[src/rtl/motor_dose_timer.sv]
// Dose timer for the three paint dispensing motors (R, Y, B).
// Runs the requested motor for dose*TICKS_PER_UNIT cycles, waits a settle
// time with the motor off, then raises the channel's done flag until the
// sequencer moves its request on.
//
// state  | meaning
// -------+------------------------------------------------------------
// IDLE   | no motor running; accepts dose loads and new requests
// RUN    | motor ch driven; prescaler/units counting the dose down
// SETTLE | motor off, drip/settle down-counter running
// DONE   | flags[ch] held until the request changes
module motor_dose_timer #(
  parameter int DOSE_W         = 8,
  parameter int TICKS_PER_UNIT = 1000,
  parameter int SETTLE_CYCLES  = 16
) (
  input  logic              clk,
  input  logic              reset,
  input  logic              load,
  input  logic [DOSE_W-1:0] dose_r,
  input  logic [DOSE_W-1:0] dose_y,
  input  logic [DOSE_W-1:0] dose_b,
  input  logic [2:0]        motor_req,
  output logic [2:0]        motor_on,
  output logic [2:0]        flags,
  output logic              busy,
  output logic              err
);

  localparam int PW = (TICKS_PER_UNIT > 1) ? $clog2(TICKS_PER_UNIT) : 1;
  localparam int SW = $clog2(SETTLE_CYCLES + 1);
  localparam logic [PW-1:0]     PRESC_LAST  = PW'(TICKS_PER_UNIT - 1);
  localparam logic [SW-1:0]     SETTLE_LOAD = SW'(SETTLE_CYCLES);
  localparam logic [SW-1:0]     SETTLE_ONE  = SW'(1);
  localparam logic [DOSE_W-1:0] UNITS_ONE   = DOSE_W'(1);

  typedef enum logic [1:0] {
    S_IDLE   = 2'd0,
    S_RUN    = 2'd1,
    S_SETTLE = 2'd2,
    S_DONE   = 2'd3
  } state_t;

  state_t            state_q;
  logic [DOSE_W-1:0] dose_r_q, dose_y_q, dose_b_q;
  logic [2:0]        ch_q;
  logic [DOSE_W-1:0] units_q;
  logic [PW-1:0]     presc_q;
  logic [SW-1:0]     settle_q;
  logic [2:0]        motor_on_q;
  logic [2:0]        flags_q;
  logic              busy_q;
  logic              err_q;

  logic              req_onehot;
  logic              req_multi;
  logic [DOSE_W-1:0] units_start_d;

  // Classify the request and pick its dose; a load in the same cycle wins
  // over the stored dose so the sequencer can load and start together.
  always_comb begin
    req_onehot    = (motor_req != 3'b000) &&
                    ((motor_req & (motor_req - 3'd1)) == 3'b000);
    req_multi     = (motor_req != 3'b000) && !req_onehot;
    units_start_d = '0;
    case (motor_req)
      3'b100:  units_start_d = load ? dose_r : dose_r_q;
      3'b010:  units_start_d = load ? dose_y : dose_y_q;
      3'b001:  units_start_d = load ? dose_b : dose_b_q;
      default: units_start_d = '0;
    endcase
  end

  // Sequencing FSM with all outputs registered alongside the state.
  always_ff @(posedge clk) begin
    if (reset) begin
      state_q    <= S_IDLE;
      dose_r_q   <= '0;
      dose_y_q   <= '0;
      dose_b_q   <= '0;
      ch_q       <= 3'b000;
      units_q    <= '0;
      presc_q    <= '0;
      settle_q   <= '0;
      motor_on_q <= 3'b000;
      flags_q    <= 3'b000;
      busy_q     <= 1'b0;
      err_q      <= 1'b0;
    end else begin
      err_q <= 1'b0;
      case (state_q)
        S_IDLE: begin
          if (load) begin
            dose_r_q <= dose_r;
            dose_y_q <= dose_y;
            dose_b_q <= dose_b;
          end
          if (req_onehot) begin
            ch_q    <= motor_req;
            units_q <= units_start_d;
            presc_q <= '0;
            busy_q  <= 1'b1;
            if (units_start_d != '0) begin
              state_q    <= S_RUN;
              motor_on_q <= motor_req;
            end else begin
              // zero dose: skip the motor entirely but still settle
              state_q  <= S_SETTLE;
              settle_q <= SETTLE_LOAD;
            end
          end else if (req_multi) begin
            err_q <= 1'b1;
          end
        end

        S_RUN: begin
          if (motor_req != ch_q) begin
            state_q    <= S_IDLE;
            motor_on_q <= 3'b000;
            busy_q     <= 1'b0;
            err_q      <= req_multi;
          end else if (presc_q == PRESC_LAST) begin
            presc_q <= '0;
            units_q <= units_q - UNITS_ONE;
            if (units_q == UNITS_ONE) begin
              state_q    <= S_SETTLE;
              motor_on_q <= 3'b000;
              settle_q   <= SETTLE_LOAD;
            end
          end else begin
            presc_q <= presc_q + PW'(1);
          end
        end

        S_SETTLE: begin
          if (motor_req != ch_q) begin
            state_q  <= S_IDLE;
            busy_q   <= 1'b0;
            settle_q <= '0;
            err_q    <= req_multi;
          end else if (settle_q == SETTLE_ONE) begin
            state_q  <= S_DONE;
            settle_q <= '0;
            busy_q   <= 1'b0;
            flags_q  <= ch_q;
          end else begin
            settle_q <= settle_q - SETTLE_ONE;
          end
        end

        S_DONE: begin
          if (motor_req != ch_q) begin
            state_q <= S_IDLE;
            flags_q <= 3'b000;
          end
        end

        default: begin
          state_q    <= S_IDLE;
          motor_on_q <= 3'b000;
          flags_q    <= 3'b000;
          busy_q     <= 1'b0;
        end
      endcase
    end
  end

  assign motor_on = motor_on_q;
  assign flags    = flags_q;
  assign busy     = busy_q;
  assign err      = err_q;

endmodule

[config.mk]
export PLATFORM = sky130hd
export DESIGN_NAME = motor_dose_timer
export DESIGN_NICKNAME = d
export VERILOG_FILES = /design/src/rtl/motor_dose_timer.sv
export SDC_FILE = /design/constraint.sdc
export NUM_CORES = 1
export LEC_CHECK = 0
export CORE_MARGIN = 2
export CORE_UTILIZATION = 35
export CTS_BUF_LIST = sky130_fd_sc_hd__clkbuf_16
export CTS_CLUSTER_DIAMETER = 200
export DETAILED_ROUTE_END_ITERATION = 8
export GPL_TIMING_DRIVEN = 1
export HOLD_SLACK_MARGIN = 0.06
export SLEW_MARGIN = 10
export SYNTH_ARGS = -nofsm -noshare
export SYNTH_HDL_FRONTEND = slang
export SYNTH_SLANG_ARGS = --single-unit
[constraint.sdc]
create_clock -name clk -period 9.3 [get_ports clk]
set_clock_uncertainty 0.2 [all_clocks]
set_input_delay 1.86 -clock clk [delete_from_list [all_inputs] [get_ports clk]]
set_output_delay 1.86 -clock clk [all_outputs]
set_load 0.05 [all_outputs]
Word-level counts from Yosys, hierarchy flattened
Index checks and enable logic that the tools add are counted.

Output and inout port bits: 8. Bits in registers: 60. Word-level logic and storage cells: 107.

Add/sub/neg operators: 4. Mux-type cells: 48. Eq/ne operators: 23. Bitwise operators: 1. Reduce and logical (&&, ||, !) cells: 19.

Operator list (count): two-way mux 8 bit (6); two-way mux 5 bit (7); two-way mux 10 bit (3); two-way mux 3 bit (8); one-hot mux 8 bit (3 select lines) (1); inequality test 2 bit (second input constant) (10); one-hot mux 10 bit (2 select lines) (1); two-way mux 2 bit (8); one-hot mux 8 bit (2 select lines) (1); one-hot mux 5 bit (3 select lines) (1); one-hot mux 3 bit (2 select lines) (2); AND reduction 4 bit (3); adder 10 x 1 -> 10 bit (second input constant) (1); equality test 10 bit (second input constant) (1); AND reduction 5 bit (2); inequality test 3 bit (second input constant) (3); equality test 8 x 1 -> 1 bit (second input constant) (1); one-hot mux 2 bit (4 select lines) (1); nonzero test 8 bit (1); subtractor 8 x 1 -> 8 bit (second input constant) (1); two-way mux 1 bit (7); AND reduction 6 bit (1); nonzero test 3 bit (2); equality test 5 x 1 -> 1 bit (second input constant) (1); 19 further kinds (22).

Longest topological paths before layout
Gate-level depths: netlist of the first run.

Word-level depth: 9. Mapped depth: 9. Mapped depth without buffers: 8.

Worst setup path before layout of the first run
No wires, ideal clock.

Path type: input-to-reg. Start: in load. End: reg settle_q[2]. Arrival time: 3.985 ns. Slack: 5.044 ns. Library setup time: 0.070 ns. Required time: 9.030 ns. Stages on the path: 8. Buffers on the path: 2. Cells stage by stage: buf_6 buf_8 mux2_1 a222oi_1 nand2_1 o41a_1 or4_1 a21oi_1.

Cells in the longest elaborated chain, start to end: 5. Elaborated cells on any way between the ends: 7.

Ends and longest elaborated chain: from (decl) (line 19) `input logic load,`; two-way mux 8 bit; one-hot mux 8 bit (3 select lines) * (line 66) `case (motor_req)`; nonzero test 8 bit * (line 103) `if (units_start_d != '0) begin`; inequality test 2 bit (no line) *; AND reduction 6 bit (no line) *; to (signal assigned) (line 147) `settle_q <= settle_q - SETTLE_ONE;`; to (decl) (line 49) `logic [SW-1:0] settle_q;`.

Mark *: on every way between the ends. The rest lies on a longest branch, timed or not. A chain may end at the register's enable or synchronous reset.

Worst setup path in the final report of the first run
Start: in load. End: reg settle_q[1].

Same word-level chain as after synthesis.

==> metrics.md, run 1 <==
| Metric | Value |
|---|---|
| Status | `finished clean` |
| Ant diodes | `0` |
| Routability cong. | `0.8474` |
| Syn Nets | `455` |
| First-pass GRT wire length | `14200 µm` |
| Post-synth EDFFs | `0` |
| Die Height | `101.7 µm` |
| Commonest non-fill, non-tap cell in the layout | `nand2_1` |
| Place WS | `3.649 ns` |
| Die Area | `10350 µm²` |
| Hold Fails Final Rpt | `0` |
| Fillcell total | `890` |
| Period utilisation layout | `0.5737` |
| I/O pin cnt | `38` |
| TritonCTS clock tree | `yes` |
| Final setup TNS | `0 ns` |
| Mapped cell area | `3342 µm²` |
| Multi-input gate area | `1983 µm²` |
| CP peak stage delay | `1.23 ns` |
| Crit Path Class | `primary input to register` |
| Clock buffer count from CTS | `9` |
| Via count | `3093` |
| Arr. time, crit path | `5.38 ns` |
| Mapped Cells | `416` |
| Max Fclk | `187.4 MHz` |
| Clock Tree Buf Depth | `2` |
| WL per Instance | `14.64 µm` |
| Post-layout minimum cycle time | `5.335 ns` |
| Clk pin slew, worst setup/hold paths | `0.05 ns` |
| Max stage delay cell, worst path | `clkdlybuf4s50_1` |
| H-tree levels | `3` |
| Top_reg_cell synth | `dfxtp_1` |
| Area delta synth->final | `21.83%` |
| Largest family of logic cells by synthesized area | `simple AND/OR/NAND/NOR gates` |
| Post-synthesis mux area share | `0.1033` |
| Crit path max-delay family | `buffers and inverters` |
| DRC viols | `0` |
| Register area share after synthesis | `0.3594` |
| Fin Hold WS | `0.2512 ns` |
| Post-CTS Repair Setup Buffers | `0` |
| Pin count of the biggest net entering global routing | `54` |
| Row count | `35` |
| Post-CTS Hold Buffers | `0` |
| Drt pass-1 iters | `5` |
| RSZ-0062 raised after global routing | `false` |
| Post-synthesis simple-gate area fraction | `0.2329` |
| Initial Utilization | `0.3617` |
| Worst setup EP type | `register` |
| WL final | `8417 µm` |
| Final nets | `480` |
| GRT Total Usage | `0.1729` |
| Startpoint Class | `primary input` |
| Syn. warnings | `0` |
| MaxCap Viol Count | `0` |
| Final setup fails | `0` |
| Worst setup margin | `3.965 ns` |
| Chip width | `101.7 µm` |
| CP bufs+invs | `1` |
| Min-delay worst type | `register to register` |
| Layout cell share with drive strength beyond 1 | `0.09641` |
| Synth cell types | `53` |
| Root Buffer | `clkbuf_16` |
| Commonest cells after routing, fill and taps aside | `78 x nand2_1, 60 x dfxtp_1, 51 x a21oi_1` |
| Worst-path cell chain | `clkdlybuf4s50_1 > mux2_2 > a222oi_1 > nand3_1 > o41a_1 > or4_1 > a21oi_1` |
| Required @ worst endpoint | `9.35 ns` |
| Leak | `1.516 nW` |
| Vias in the first global route | `2977` |
| Compound-cell area share of the yosys netlist | `0.1921` |
| Synthesized flop and latch total | `60` |
| Port Buffers | `37` |
| Routed Antenna Nets | `0` |
| Ys async rst share | `0` |
| Final Max Slew Viols | `0` |
| Gr ovfl total | `0` |
| Slew headroom | `0.1888` |
| Worst slew pin tran | `1.214 ns` |
| # clock sinks | `60` |
| Peak VDD IR | `0.0001444 V` |
| Syn avg cell area | `8.034 µm²` |
| Post-Synth XOR/XNOR Area | `0.03145` |
| DRT iter0 DRCs | `204` |
| PD cells | `284.4 nW/µm²` |
| Post-DP HPWL | `5595 µm` |
| Worst-Skew Late Latency | `0.33 ns` |
| CP Max Fanout | `26` |
| Post-CTS Resized | `0` |
| FF+latch area | `1201 µm²` |
| Post-synthesis adder-cell area fraction | `0.03370` |
| Placeable Area | `9240 µm²` |
| DR vias/cell | `5.379` |
| Initial antenna violation count | `0` |
-- layer usage --
layer | GRT usage | wire length [µm] | vias up
li1 | - | - | 1534
met1 | 0.2258 | 3995 | 1479
met2 | 0.2728 | 3899 | 73
met3 | 0.05107 | 447 | 7
met4 | 0.05821 | 75 | 0
met5 | 0 | 0 | -
-- layout make-up --
class                      instances  area share
clock inverter                     7     0.02028
timing repair buffer              38     0.09158
clock buffer                       9     0.05532
sequential                        60      0.2950
multi-input combinational        320      0.4871
tap                              129     0.03964
inverter                          12     0.01106
-- power by group --
part / switching [mW] / internal [mW] / total, mW / leakage (nW)
logic: 0.299 / 0.170 / 0.469 / 0.868
clock network: 0.117 / 0.231 / 0.348 / 0.158
registers: 0.0332 / 0.308 / 0.341 / 0.490
total: 0.449 / 0.709 / 1.16 / 1.52
-- flip-flops by register name, summed over array words and instances, names as in the netlist, 2 cells and up --
register  cells
ch_q          3
dose_b_q      8
dose_r_q      8
dose_y_q      8
flags         3
motor_on      3
presc_q      10
settle_q      5
state_q       2
units_q       8
-- tightest hold or removal path, delay by kind of cell, from the launching register on --
kind | cells | cell delay (ns)
flip-flops | 1 | 0.30
AND/OR/NAND/NOR | 1 | 0.05
AO/OA/AOI/OAI | 1 | 0.05
-- cell usage after synthesis (2+ instances only) --
cell / instances / area [µm²]
xnor2_1: 8 / 70.07
or4_1: 2 / 15.01
nor2_1: 29 / 108.9
a21oi_1: 51 / 255.2
o21ai_0: 13 / 65.06
a22o_1: 3 / 26.28
o41a_1: 2 / 22.52
a222oi_1: 6 / 60.06
nand3_1: 10 / 50.05
or3_1: 3 / 18.77
o22ai_1: 3 / 18.77
nor4_1: 3 / 18.77
o31ai_1: 3 / 22.52
mux2i_1: 6 / 60.06
or2_2: 2 / 12.51
ha_1: 9 / 112.6
nor3_1: 10 / 50.05
nor3b_1: 5 / 37.54
buf_2: 3 / 15.01
clkbuf_1: 19 / 71.32
inv_1: 12 / 45.04
nand2b_1: 5 / 31.28
nand2_1: 78 / 292.8
and2_1: 2 / 12.51
dfxtp_1: 60 / 1201
nand4_1: 6 / 37.54
a211oi_1: 7 / 52.55
and3b_1: 2 / 17.52
or3b_2: 2 / 17.52
a211o_1: 3 / 26.28
mux2_2: 20 / 225.2
mux2_1: 4 / 45.04
xor2_1: 4 / 35.03
a22oi_1: 2 / 15.01
-- logic make-up (layout without fill, tap and decap cells) --
family / after synthesis / after routing
buffers and inverters: 36 / 66
xor gates and xnor gates: 12 / 12
muxes: 31 / 31
DFF: 60 / 60
and+or+nand+nor: 166 / 166
AOI/OAI and AO/OA: 102 / 102
adders and majority gates: 9 / 9
-- metrics by stage --
step	std cells	util	total power, mW	cell area, µm²
after floorplan	416	-	0.6972	3342
after global placement	559	0.4073	0.8083	3764
after detailed placement	559	0.4073	0.8131	3764
after CTS	575	0.4406	1.167	4071
after global routing	575	0.4406	1.243	4071
final	575	0.4406	1.158	4071
-- path summary, 6_finish.rpt --
path | endpoint | startpoint | slack (ns) | cells past startpoint
setup / recovery | settle_q[1] | load | 3.96 | 7
hold / removal | dose_y_q[6] | dose_y_q[6] | 0.25 | 2
setup reg to reg | presc_q[7] | state_q[1] | 5.70 | 7
hold reg to reg | dose_y_q[6] | dose_y_q[6] | 0.25 | 2
(Power assumes the default switching activity.)
==> run 2: changes to the inputs <==
==> constraint.sdc (replaced) <==
create_clock -name clk -period 5.3 [get_ports clk]
set_clock_uncertainty 0.2 [all_clocks]
set_input_delay 1.06 -clock clk [delete_from_list [all_inputs] [get_ports clk]]
set_output_delay 1.06 -clock clk [all_outputs]
set_load 0.05 [all_outputs]
==> run 2 against run 1 <==
Final cell count rose by 0.52%. Non-clock buffer count rose by 3. Clock power rose by 77%. Critical path depth rose by 1. Wire length fell by 0.68%. Largest cell class unchanged. Via count fell by 3.1%. Sequential share of layout area fell by 0.16 points. Final area rose by 0.55%. Sequential power rose by 76%. Highest routed layer unchanged. Sequential cell count did not move. Clock-buffer cell count did not move.
==> metrics.md, run 2 (same netlist as run 1, synthesis figures left out) <==
| Metric | Value |
|---|---|
| Worst-Skew Late Latency | `0.33 ns` |
| Final nets | `483` |
| Required @ worst endpoint | `5.35 ns` |
| Placeable Area | `9240 µm²` |
| Via count | `2997` |
| MaxCap Viol Count | `0` |
| Startpoint Class | `primary input` |
| Max reg flops | `10` |
| Final setup TNS | `0 ns` |
| Worst slew pin tran | `1.127 ns` |
| CP peak stage delay | `0.83 ns` |
| Root Buffer | `clkbuf_16` |
| Layout cell share with drive strength beyond 1 | `0.1024` |
| TritonCTS clock tree | `yes` |
| Pin count of the biggest net entering global routing | `54` |
| Post-layout minimum cycle time | `4.241 ns` |
| Crit Path Class | `primary input to register` |
| Arr. time, crit path | `4.29 ns` |
| Drt pass-1 iters | `5` |
| Row count | `35` |
| # clock sinks | `60` |
| First-pass GRT wire length | `13940 µm` |
| Peak VDD IR | `0.0003085 V` |
| Area delta synth->final | `22.50%` |
| Commonest non-fill, non-tap cell in the layout | `nand2_1` |
| H-tree levels | `3` |
| Slew headroom | `0.2474` |
| Leak | `1.531 nW` |
| Post-CTS Resized | `0` |
| Hold Fails Final Rpt | `0` |
| Overall Power | `2.040 mW` |
| GRT Total Usage | `0.1717` |
| Gr ovfl total | `0` |
| Worst setup EP type | `register` |
| Clock buffer count from CTS | `9` |
| Post-CTS Hold Buffers | `0` |
| Max stage delay cell, worst path | `clkdlybuf4s50_1` |
| Clock Tree Buf Depth | `2` |
| Port Buffers | `37` |
| CP Max Fanout | `13` |
| DRC viols | `0` |
| Routed Antenna Nets | `0` |
| Commonest cells after routing, fill and taps aside | `78 x nand2_1, 60 x dfxtp_1, 51 x a21oi_1` |
| Initial Utilization | `0.3617` |
| Final Max Slew Viols | `0` |
| Initial antenna violation count | `0` |
| Post-CTS Repair Setup Buffers | `0` |
| Post-DP Area | `3786 µm²` |
| Final setup fails | `0` |
| Chip width | `101.7 µm` |
| Ant diodes | `0` |
| Min-delay worst type | `register to register` |
| Status | `finished clean` |
| Worst-path cell chain | `clkdlybuf4s50_1 > buf_4 > mux2_1 > a222oi_1 > nand2_1 > o41a_1 > or4_1 > a21oi_1` |
| Layout Cell Area excl Fill | `4094 µm²` |
| Die Area | `10350 µm²` |
| Fillcell total | `918` |
| Routability cong. | `0.8219` |
| I/O pin cnt | `38` |
| WL final | `8360 µm` |
| Post-DP HPWL | `5616 µm` |
| Clk pin slew, worst setup/hold paths | `0.05 ns` |
| RSZ-0062 raised after global routing | `false` |
| Crit path max-delay family | `buffers and inverters` |
| Vias in the first global route | `2833` |
| Max Fclk | `235.8 MHz` |
| PD cells | `498.4 nW/µm²` |
| DRT iter0 DRCs | `122` |
| WL per Instance | `14.46 µm` |
| Period utilisation layout | `0.8002` |
| Die Height | `101.7 µm` |
| DR vias/cell | `5.185` |
| CP bufs+invs | `2` |
| Reg with most FFs | `presc_q` |
-- run 2: cell count changes in the layout (fill, tap and decap cells not counted) --
cell / delta
buf_4: +3
-- run 2: cell type report --
type / count / area (µm²) / area share
Sequential cell: 60 / 1201 / 0.2934
Tap cell: 129 / 161.4 / 0.03943
Timing Repair Buffer: 41 / 395.4 / 0.09658
Multi-Input combinational cell: 320 / 1983 / 0.4844
Clock inverter: 7 / 82.58 / 0.02017
Clock buffer: 9 / 225.2 / 0.05501
Inverter: 12 / 45.04 / 0.01100
-- run 2: power breakdown --
group | leakage, nW | total (mW) | switching, mW | internal [mW]
combinational | 0.883 | 0.826 | 0.527 | 0.299
sequential | 0.490 | 0.599 | 0.0585 | 0.541
clock | 0.158 | 0.615 | 0.210 | 0.405
total | 1.53 | 2.04 | 0.795 | 1.25
-- run 2: final timing paths --
path | from | cells after the start | to | slack, ns
worst max-delay path | load | 8 | settle_q[2] | 1.06
worst min-delay path | dose_y_q[1] | 2 | dose_y_q[1] | 0.25
worst max register to register | state_q[1] | 7 | presc_q[9] | 1.63
worst min register to register | dose_y_q[1] | 2 | dose_y_q[1] | 0.25
-- run 2: stage by stage --
step                instances  hold slack, ns  setup slack (ns)    util
global route              578          0.2682            0.8828  0.4431
CTS                       578          0.2551             1.051  0.4431
detailed placement        562          0.2475            0.7229  0.4097
global placement          562          0.2400            0.8310  0.4097
finish                    578          0.2520             1.059  0.4431
floorplan                 416          0.2322             1.844       -
-- run 2: worst min-delay path, stage by stage, from the launching register on --
cell     delay (ns)
dfxtp_1        0.30
nand2_1        0.05
a21oi_1        0.05
-- run 2: layer usage --
layer  GRT usage  vias up  share of wire
li1            -     1541              -
met1      0.2267     1385           0.49
met2      0.2677       60           0.45
met3     0.04624       11          0.038
met4     0.06549        0          0.017
met5           0        -              0
==> run 3: changes to the inputs <==
==> constraint.sdc (replaced) <==
create_clock -name clk -period 4.4 [get_ports clk]
set_clock_uncertainty 0.2 [all_clocks]
set_input_delay 0.88 -clock clk [delete_from_list [all_inputs] [get_ports clk]]
set_output_delay 0.88 -clock clk [all_outputs]
set_load 0.05 [all_outputs]
==> run 3 against run 2 <==
Total power up 24%. Final area up 2.4%. Sequential share of layout area down 0.67 points. Critical path depth unchanged. Global-route usage down 0.11 points. First-iteration DRC count down 4.9%. Die area unchanged. Sequential cell count unchanged. Wire length up 0.79%. Register-to-register slack worse by 0.23 ns. Critical path type unchanged. Largest cell class unchanged.
==> metrics.md, run 3 (same netlist as run 1, synthesis figures left out) <==
| Metric | Value |
|---|---|
| Status | `finished clean` |
| Worst-Skew Late Latency | `0.32 ns` |
| Placeable Area | `9240 µm²` |
| Vias in the first global route | `2929` |
| Pin count of the biggest net entering global routing | `54` |
| WL per Instance | `14.38 µm` |
| Post-layout minimum cycle time | `3.787 ns` |
| Reg2reg start | `presc_q[0]` |
| H-tree levels | `3` |
| Area delta synth->final | `25.38%` |
| Post-CTS Repair Setup Buffers | `0` |
| Slew headroom | `0.3344` |
| Routed Antenna Nets | `0` |
| Ant diodes | `0` |
| Die Area | `10350 µm²` |
| I/O pin cnt | `38` |
| Clock buffer count from CTS | `9` |
| Commonest cells after routing, fill and taps aside | `78 x nand2_1, 60 x dfxtp_1, 51 x a21oi_1` |
| DRT iter0 DRCs | `116` |
| Final setup fails | `0` |
| Commonest non-fill, non-tap cell in the layout | `nand2_1` |
| R2R depth | `7` |
| PD cells | `604.4 nW/µm²` |
| Final nets | `491` |
| Max stage delay cell, worst path | `o41a_1` |
| Min-delay worst type | `register to register` |
| Flop-to-flop setup slack | `1.40 ns` |
| Fillcell total | `915` |
| Leak | `1.582 nW` |
| Drt pass-1 iters | `5` |
| Hold Fails Final Rpt | `0` |
| Reg with most FFs | `presc_q` |
| Worst-path cell chain | `clkdlybuf4s50_1 > buf_12 > mux2_2 > a222oi_1 > nand2_1 > o41a_1 > or4_1 > a21oi_1` |
| Final setup TNS | `0 ns` |
| RSZ-0062 raised after global routing | `false` |
| First-pass GRT wire length | `13870 µm` |
| Crit Path Class | `primary input to register` |
| FF+latch area | `1201 µm²` |
| Routability cong. | `0.8212` |
| MaxCap Viol Count | `0` |
| WL final | `8426 µm` |
| Clk pin slew, worst setup/hold paths | `0.05 ns` |
| Post-CTS Hold Buffers | `0` |
| Initial antenna violation count | `0` |
| Multi-input gate area | `1983 µm²` |
| Gr ovfl total | `0` |
| Hold path depth | `2` |
| CP Max Fanout | `26` |
| TritonCTS clock tree | `yes` |
| Via count | `3074` |
| Port Buffers | `37` |
| Overall Power | `2.533 mW` |
| DR vias/cell | `5.246` |
| Final Max Slew Viols | `0` |
| Startpoint Class | `primary input` |
| Period utilisation layout | `0.8608` |
| Worst setup EP type | `register` |
| GRT Total Usage | `0.1706` |
| Worst slew pin tran | `0.9984 ns` |
| Peak VDD IR | `0.0003524 V` |
| Post-CTS Resized | `0` |
| Worst hold path endpoint | `dose_y_q[4]` |
| Post-DP HPWL | `5653 µm` |
| Layout cell share with drive strength beyond 1 | `0.1160` |
| Hold Startpoint | `dose_y_q[4]` |
| Reg2reg end | `settle_q[2]` |
| Row count | `35` |
| Max reg flops | `10` |
| Die Height | `101.7 µm` |
| CP peak stage delay | `0.56 ns` |
| # clock sinks | `60` |
| Clock Tree Buf Depth | `2` |
| Max Fclk | `264.0 MHz` |
| Root Buffer | `clkbuf_16` |
| Arr. time, crit path | `3.83 ns` |
| DRC viols | `0` |
| Required @ worst endpoint | `4.44 ns` |
| Initial Utilization | `0.3617` |
| Chip width | `101.7 µm` |
run 3: cell count changes in the layout (fill, tap and decap cells not counted):
cell,before,now
buf_4,4,11
clkinv_1,1,2
bufinv_16,2,3
buf_12,0,1
clkinv_2,3,1
run 3: how the worst max path moves through the flow:
stage                        to  startpoint  slack (ns)  depth (start not counted)
global placement    settle_q[2]        load        0.40                          8
CTS                 settle_q[2]        load        0.63                          8
floorplan           settle_q[2]        load        1.12                          8
global route        settle_q[2]        load        0.45                          8
detailed placement  settle_q[2]        load        0.32                          8
finish              settle_q[2]        load        0.61                          8
run 3: metal layers:
metal / global-route usage / share of wire / vias up
met5: 0 / 0 / -
met4: 0.06029 / 0.011 / 0
met3: 0.04624 / 0.042 / 5
met2: 0.2799 / 0.47 / 53
met1: 0.2153 / 0.48 / 1458
li1: - / - / 1558
run 3: critical path: cells and delay by family:
kind | cells | cell delay (ns)
and+or+nand+nor | 2 | 0.74
AOI/OAI and AO/OA | 3 | 1.15
muxes | 1 | 0.34
buffers and inverters | 2 | 0.70
run 3: cell type report:
cell class | instances | area share
clock buffer | 9 | 0.05375
clock inverter | 7 | 0.02538
inverter | 12 | 0.01075
multi-input combinational | 320 | 0.4733
sequential | 60 | 0.2867
tap | 129 | 0.03852
timing repair buffer | 49 | 0.1117
run 3: where the power goes:
group,internal [mW],switching (mW)
registers,0.652,0.0720
clock network,0.546,0.244
logic,0.384,0.636
total,1.58,0.952
run 3: per-stage QoR:
stage | utilization | instances | cell area (µm²) | setup slack [ns] | hold slack [ns]
6_report | 0.4535 | 586 | 4190 | 0.6126 | 0.2479
5_1_grt | 0.4535 | 586 | 4190 | 0.4466 | 0.2693
4_1_cts | 0.4535 | 586 | 4190 | 0.6254 | 0.2498
3_5_place_dp | 0.4176 | 570 | 3859 | 0.3161 | 0.2424
3_3_place_gp | 0.4176 | 570 | 3859 | 0.4031 | 0.2391
2_1_floorplan | - | 416 | 3342 | 1.124 | 0.2322
